[config.mk]
export PLATFORM = sky130hd
export DESIGN_NAME = h14tx_timings_sequencer
export DESIGN_NICKNAME = d
export VERILOG_FILES = /design/src/rtl/h14tx_timings_sequencer.sv
export SDC_FILE = /design/constraint.sdc
export NUM_CORES = 1
export LEC_CHECK = 0
export ABC_AREA = 1
export ABC_CLOCK_PERIOD_IN_PS = 4720
export BUFFER_PORTS_ARGS = -buffer_cell sky130_fd_sc_hd__buf_2
export CAP_MARGIN = 20
export CORE_MARGIN = 5
export CORE_UTILIZATION = 54
export CTS_CLUSTER_SIZE = 10
export DETAILED_ROUTE_END_ITERATION = 12
export PLACE_DENSITY = 0.83
export SYNTH_ARGS = -nofsm -noshare
export SYNTH_HDL_FRONTEND = slang
export SYNTH_SLANG_ARGS = --single-unit
[constraint.sdc]
create_clock -name clk -period 4.72 [get_ports clk]
set_input_delay 0.708 -clock clk [delete_from_list [all_inputs] [get_ports clk]]
set_output_delay 0.708 -clock clk [all_outputs]
set_load 0.03 [all_outputs]
[src/rtl/h14tx_timings_sequencer.sv]
// h14tx_timings_sequencer
// Raster run/stop controller and timing-mode scheduler for the HDMI TX path.
// Owns the x/y cursor and the active mode. New modes arrive over a
// valid/ready port into a one-entry shadow slot and are applied only at a
// frame boundary, or at once while stopped. Decodes de/hsync/vsync for the
// TMDS encoder stage. All outputs are registered.
// Optional feature: define H14TX_TIMINGS_FRAME_COUNT_EN to add the 16-bit
// frame_count output.
module h14tx_timings_sequencer #(
  parameter int BitWidth  = 11,
  parameter int BitHeight = 10
) (
  input  logic                 clk,
  input  logic                 rst,
  input  logic                 enable,
  input  logic                 cfg_valid,
  output logic                 cfg_ready,
  input  logic [BitWidth-1:0]  cfg_h_total,
  input  logic [BitWidth-1:0]  cfg_h_active,
  input  logic [BitWidth-1:0]  cfg_h_sync_start,
  input  logic [BitWidth-1:0]  cfg_h_sync_end,
  input  logic [BitHeight-1:0] cfg_v_total,
  input  logic [BitHeight-1:0] cfg_v_active,
  input  logic [BitHeight-1:0] cfg_v_sync_start,
  input  logic [BitHeight-1:0] cfg_v_sync_end,
  input  logic                 cfg_sync_pol,
  output logic                 cfg_error,
  output logic                 running,
  output logic [BitWidth-1:0]  x,
  output logic [BitHeight-1:0] y,
  output logic                 de,
  output logic                 hsync,
  output logic                 vsync,
  output logic                 frame_start,
  output logic                 line_start
`ifdef H14TX_TIMINGS_FRAME_COUNT_EN
  ,
  output logic [15:0]          frame_count
`endif
);

  typedef enum logic [1:0] {STOPPED, RUN, DRAIN} state_t;

  typedef struct packed {
    logic [BitWidth-1:0]  h_total;
    logic [BitWidth-1:0]  h_active;
    logic [BitWidth-1:0]  h_sync_start;
    logic [BitWidth-1:0]  h_sync_end;
    logic [BitHeight-1:0] v_total;
    logic [BitHeight-1:0] v_active;
    logic [BitHeight-1:0] v_sync_start;
    logic [BitHeight-1:0] v_sync_end;
    logic                 sync_pol;
  } mode_t;

  // 1280x720 @ 60 Hz, the mode the transmitter comes up in.
  localparam mode_t DefaultMode = '{
    h_total:      BitWidth'(1650),
    h_active:     BitWidth'(1280),
    h_sync_start: BitWidth'(1390),
    h_sync_end:   BitWidth'(1430),
    v_total:      BitHeight'(750),
    v_active:     BitHeight'(720),
    v_sync_start: BitHeight'(725),
    v_sync_end:   BitHeight'(730),
    sync_pol:     1'b1
  };

  state_t               state_q, state_n;
  mode_t                mode_q, mode_n, shadow_q, cfg_mode;
  logic                 slot_empty_q;
  logic [BitWidth-1:0]  x_n;
  logic [BitHeight-1:0] y_n;
  logic                 cfg_accept, cfg_ok;
  logic                 x_last, y_last, last_pixel, apply;
  logic                 run_n, hs_on, vs_on;

  assign cfg_mode = '{cfg_h_total, cfg_h_active, cfg_h_sync_start, cfg_h_sync_end,
                      cfg_v_total, cfg_v_active, cfg_v_sync_start, cfg_v_sync_end,
                      cfg_sync_pol};

  // A write is only taken into an empty slot; malformed modes never reach it.
  assign cfg_accept = cfg_valid && slot_empty_q;
  assign cfg_ok = (cfg_h_active < cfg_h_sync_start) && (cfg_h_sync_start < cfg_h_sync_end) &&
                  (cfg_h_sync_end <= cfg_h_total) && (cfg_h_total >= BitWidth'(2)) &&
                  (cfg_v_active < cfg_v_sync_start) && (cfg_v_sync_start < cfg_v_sync_end) &&
                  (cfg_v_sync_end <= cfg_v_total) && (cfg_v_total >= BitHeight'(2));

  assign x_last     = (x == mode_q.h_total - BitWidth'(1));
  assign y_last     = (y == mode_q.v_total - BitHeight'(1));
  assign last_pixel = (state_q != STOPPED) && x_last && y_last;
  // Shadow moves to active at once when idle, otherwise on the last pixel so
  // the very next x=0,y=0 already runs the new mode.
  assign apply  = !slot_empty_q && ((state_q == STOPPED) || last_pixel);
  assign mode_n = apply ? shadow_q : mode_q;

  // Next run state and next cursor position.
  // NOTE: every always_comb output gets a default first so no path can infer a latch.
  always_comb begin
    state_n = state_q;
    x_n     = '0;
    y_n     = '0;
    unique case (state_q)
      STOPPED: if (enable) state_n = RUN;
      RUN:     if (!enable) state_n = last_pixel ? STOPPED : DRAIN;
      DRAIN: begin
        if (enable)          state_n = RUN;
        else if (last_pixel) state_n = STOPPED;
      end
      default: state_n = STOPPED;
    endcase
    if (state_q != STOPPED && state_n != STOPPED) begin
      x_n = x_last ? '0 : x + BitWidth'(1);
      y_n = x_last ? (y_last ? '0 : y + BitHeight'(1)) : y;
    end
  end

  // Decode is done on the next cursor and next mode so the registered
  // outputs line up with the x/y presented in the same cycle.
  assign run_n = (state_n != STOPPED);
  assign hs_on = (x_n >= mode_n.h_sync_start) && (x_n < mode_n.h_sync_end);
  assign vs_on = (y_n >= mode_n.v_sync_start) && (y_n < mode_n.v_sync_end);

  // Run state, cursor and decoded raster outputs.
  // NOTE: sequential state uses non-blocking assignments so every flop samples pre-edge values.
  always_ff @(posedge clk or posedge rst) begin
    if (rst) begin
      state_q     <= STOPPED;
      running     <= 1'b0;
      x           <= '0;
      y           <= '0;
      de          <= 1'b0;
      hsync       <= 1'b0;
      vsync       <= 1'b0;
      frame_start <= 1'b0;
      line_start  <= 1'b0;
    end else begin
      state_q     <= state_n;
      running     <= run_n;
      x           <= x_n;
      y           <= y_n;
      de          <= run_n && (x_n < mode_n.h_active) && (y_n < mode_n.v_active);
      hsync       <= (run_n && hs_on) ? mode_n.sync_pol : ~mode_n.sync_pol;
      vsync       <= (run_n && vs_on) ? mode_n.sync_pol : ~mode_n.sync_pol;
      frame_start <= run_n && (x_n == '0) && (y_n == '0);
      line_start  <= run_n && (x_n == '0);
    end
  end

  // Active mode, shadow-slot occupancy and the invalid-write pulse.
  always_ff @(posedge clk or posedge rst) begin
    if (rst) begin
      mode_q       <= DefaultMode;
      slot_empty_q <= 1'b1;
      cfg_error    <= 1'b0;
    end else begin
      cfg_error <= cfg_accept && !cfg_ok;
      if (apply) begin
        mode_q       <= shadow_q;
        slot_empty_q <= 1'b1;
      end
      if (cfg_accept && cfg_ok) slot_empty_q <= 1'b0;
    end
  end

  // Shadow mode data.
  // NOTE: no reset on this storage; slot_empty_q guarantees it is never read before being written.
  always_ff @(posedge clk) begin
    if (cfg_accept && cfg_ok) shadow_q <= cfg_mode;
  end

  assign cfg_ready = slot_empty_q;

`ifdef H14TX_TIMINGS_FRAME_COUNT_EN
  // Completed-frame counter, wraps naturally at 16 bits.
  always_ff @(posedge clk or posedge rst) begin
    if (rst) frame_count <= '0;
    else if (last_pixel) frame_count <= frame_count + 16'd1;
  end
`endif

endmodule

==> impl_metrics.csv <==
group,metric,value,unit
yosys,synth_top_cell_by_area,"edfxtp_1",
placed_design,place_worst_setup_slack,0.407,ns
drt,wl_met3,1940,µm
pwr,power_density,473,nW/µm²
pwr,combPwrFrac,0.329,
global_routing,antenna_found_initial,0,
yosys,yosysUniqueCellTypes,51,
drt,top_layer,"met4",
yosys,synth_area_leaders,"edfxtp_1, dfrtp_1, ha_1",
floorplanning,core,21700,µm²
worst_setup_path,worst_ep_arrival_time,4.75,ns
drt,drt_wl_total,29300,µm
drt,wl_met1,12700,µm
yosys,syn_inst,1349,
floorplanning,die_width,158,µm
clock_network,postCtsHoldBufs,0,
drt,wl_met2,14000,µm
pwr,ir_drop,254,µV
timing,finalMaxSlewViolations,0,
worst_setup_path,startpoint_type,"register",
floorplanning,ioPinCount,118,
drt,final_antenna_net_count,0,
yosys,netlist.area_leader.share,0.216,
worst_setup_path,crit_top_cell,"nand2_1",
finish,fin_cells,1788,
clock_network,cts.clk_slew.worst_paths,0.06,ns
worst_setup_path,cpPeakStageDelay,0.53,ns
finish,layout_common_cells,"nand2_1, inv_1, ha_1, buf_2, edfxtp_1",
finish,final_common_cell,"nand2_1",
timing,hold_viol_final,0,
drt,post_drt_wl_per_cell,16.4,µm
global_routing,overflow,0,
drt,drt_pass1_iterations,5,
yosys,ys_ff_latch,201,
finish,final_util,0.626,
clock_network,clockBufferDepth,3,
yosys,synth_enable_flop_cells,85,
worst_setup_path,cp_slowest_cell,"dfstp_2",
clock_network,cts_tree,"built",
placed_design,dp_hpwl,22400,µm
clock_network,worstSkewPairLatency,0.51,ns
pwr,clock_power_share,0.270,
timing,fin_ws,0.374,ns
worst_setup_path,r2r-start,"mode_q[75]$_DFFE_PP1P_",
clock_network,root_buffer,"clkbuf_16",
timing,grt_setup_unrepaired,"false",
drt,drc,0,
placed_design,placedCellCount,1743,
floorplanning,initial_core_util,0.546,
pwr,swShare,0.352,
drt,vias_per_cell,5.35,
timing,finalSetupViolCount,0,
yosys,yosysWarnings,0,
outcome,status,"completed",
placed_design,port_buffers,117,
pwr,p_int,4.16,mW
drt,drtIter0Drc,619,
global_routing,grt_max_degree,81,
job,maxCapViolations,0,
finish,drive_gt1_frac,0.180,
finish,syn2layout_area_growth,14.7,%
timing,fmax,230,MHz
global_routing,grt_pass1_vias,9611,
yosys,synth_area_per_cell,8.78,µm²
pwr,seq_power_share,0.402,
worst_setup_path,required,5.12,ns
pwr,switchingPower,2.26,mW
clock_network,clock_sinks,201,
pwr,power,6.42,mW
pwr,leakagePower,7.08,nW
worst_setup_path,crit_type,"register to register",
worst_setup_path,path_max_fanout,48,
clock_network,cts_buffers,24,
timing,finalCriticalPeriod,4.35,ns
timing,relSlewSlack,0.323,
clock_network,post_cts_buffers,0,
worst_setup_path,timing.rr.end,"vsync$_DFF_PP0_",
yosys,ys_seq_area_frac,0.466,
floorplanning,die-area,25000,µm²
yosys,synth_fp_nets,1560,
timing,fin_tns_setup,0,ns
timing,worst_pin_slew,1.01,ns
hold_path,hold_path.class,"primary input to asynchronous set/reset pin",
timing,fin_crit_sh,0.921,
finish,insertedDiodeCount,0,
floorplanning,die-height,158,µm
global_routing,track_usage,0.239,
worst_setup_path,reg2regPathDepth,32,
yosys,ys.flop_type,"edfxtp_1",
worst_setup_path,critPathCaptureType,"register",
timing,fin_skew,0.0113,ns
drt,vias,9557,
floorplanning,row_count,54,
yosys,syn-cell-area,11800,µm²
yosys,async_flop_share,0.577,
clock_network,htreeDepth,1,
worst_setup_path,r2r_setup_slack,0.37,ns
placed_design,gp_congestion,0.928,
finish,nNetsFinal,1701,
global_routing,grt_pass1_wl,47900,µm
## synthesized netlist by cell type, types with 4 or more instances
| library cell | instances |
|---|---|
| xor2_1 | 14 |
| nor4_1 | 7 |
| inv_1 | 255 |
| nor2_2 | 12 |
| dfstp_2 | 46 |
| nand3b_1 | 5 |
| inv_2 | 23 |
| nand2_1 | 270 |
| o21ai_0 | 38 |
| o21ai_1 | 51 |
| nand2_2 | 7 |
| nand2_4 | 5 |
| ha_1 | 122 |
| nand3_1 | 65 |
| nor2_1 | 76 |
| dfrtp_1 | 70 |
| nor3_1 | 21 |
| a21oi_1 | 74 |
| buf_2 | 14 |
| a21boi_0 | 4 |
| o2111ai_1 | 7 |
| mux2_1 | 10 |
| a21o_1 | 4 |
| nand3_2 | 4 |
| nand4_1 | 20 |
| edfxtp_1 | 85 |
## layout make-up
cell class,count,area (µm²)
fillers,1712,8110
clock buffers,44,738
repair buffers,135,753
multi-input cells,849,5170
well taps,280,350
flip-flops and latches,201,5510
inverters,279,1050
## sequential cells by signal (all words and copies together), names as in the netlist
register / count
mode_q: 85
shadow_q: 85
x: 11
y: 10
state_q: 2
cfg_error: 1
cfg_ready: 1
de: 1
frame_start: 1
hsync: 1
line_start: 1
running: 1
vsync: 1
## routing by layer
layer  GRT usage  up-vias
met3      0.0339       60
met4      0.0686        0
met5           0        -
met2       0.395      341
li1            -     4687
met1       0.330     4469
## worst max path at each step
stage | startpoint | slack [ns] | to | cells after the start
after floorplan | cfg_h_sync_end[2] | 0.04 | shadow_q[0]$_DFFE_PP_ | 13
after global placement | mode_q[75]$_DFFE_PP1P_ | 0.59 | vsync$_DFF_PP0_ | 32
after detailed placement | mode_q[75]$_DFFE_PP1P_ | 0.41 | vsync$_DFF_PP0_ | 32
after CTS | mode_q[75]$_DFFE_PP1P_ | 0.26 | vsync$_DFF_PP0_ | 32
after global routing | mode_q[75]$_DFFE_PP1P_ | 0.04 | vsync$_DFF_PP0_ | 32
final | mode_q[75]$_DFFE_PP1P_ | 0.37 | vsync$_DFF_PP0_ | 32
## cells by family after synthesis
group           after synthesis  share of synthesized area
flops                       201                      0.466
compound gates              191                     0.0880
simple gates                508                      0.195
xor+xnor                     17                     0.0126
buf+inv                     299                     0.0995
fa+ha+maj                   122                      0.129
mux                          11                     0.0105
## what timing repair did
item | in CTS | in global routing
endpoints found under the hold margin | 0 | 0
gates resized for setup | 0 | 2
endpoints found under the setup margin | 0 | 2
## critical path, delay by kind of cell (launching register included)
kind                     cells  cell delay (ns)
AND/OR/NAND/NOR             22             2.08
adder cells (fa/ha/maj)      2             0.52
AO/OA/AOI/OAI                6             0.75
flip-flops                   1             0.53
buffers and inverters        2             0.34
## power groups by stage
stage | clock, mW | combinational [mW] | sequential (mW)
floorplan | 0 | 1.53 | 2.59
global placement | 0 | 1.96 | 2.59
CTS | 1.75 | 2.10 | 2.58
detailed placement | 0 | 2.05 | 2.60
global route | 1.83 | 2.43 | 2.62
finish | 1.73 | 2.11 | 2.58
## metrics by stage
stage | cell area (µm²) | hold slack, ns
4_1_cts | 13500 | 0.373
3_5_place_dp | 12800 | 0.443
5_1_grt | 13600 | 0.0741
2_1_floorplan | 11800 | 0.432
6_report | 13600 | 0.0784
3_3_place_gp | 12800 | 0.441
No activity file was read; power rests on OpenSTA's default activity.
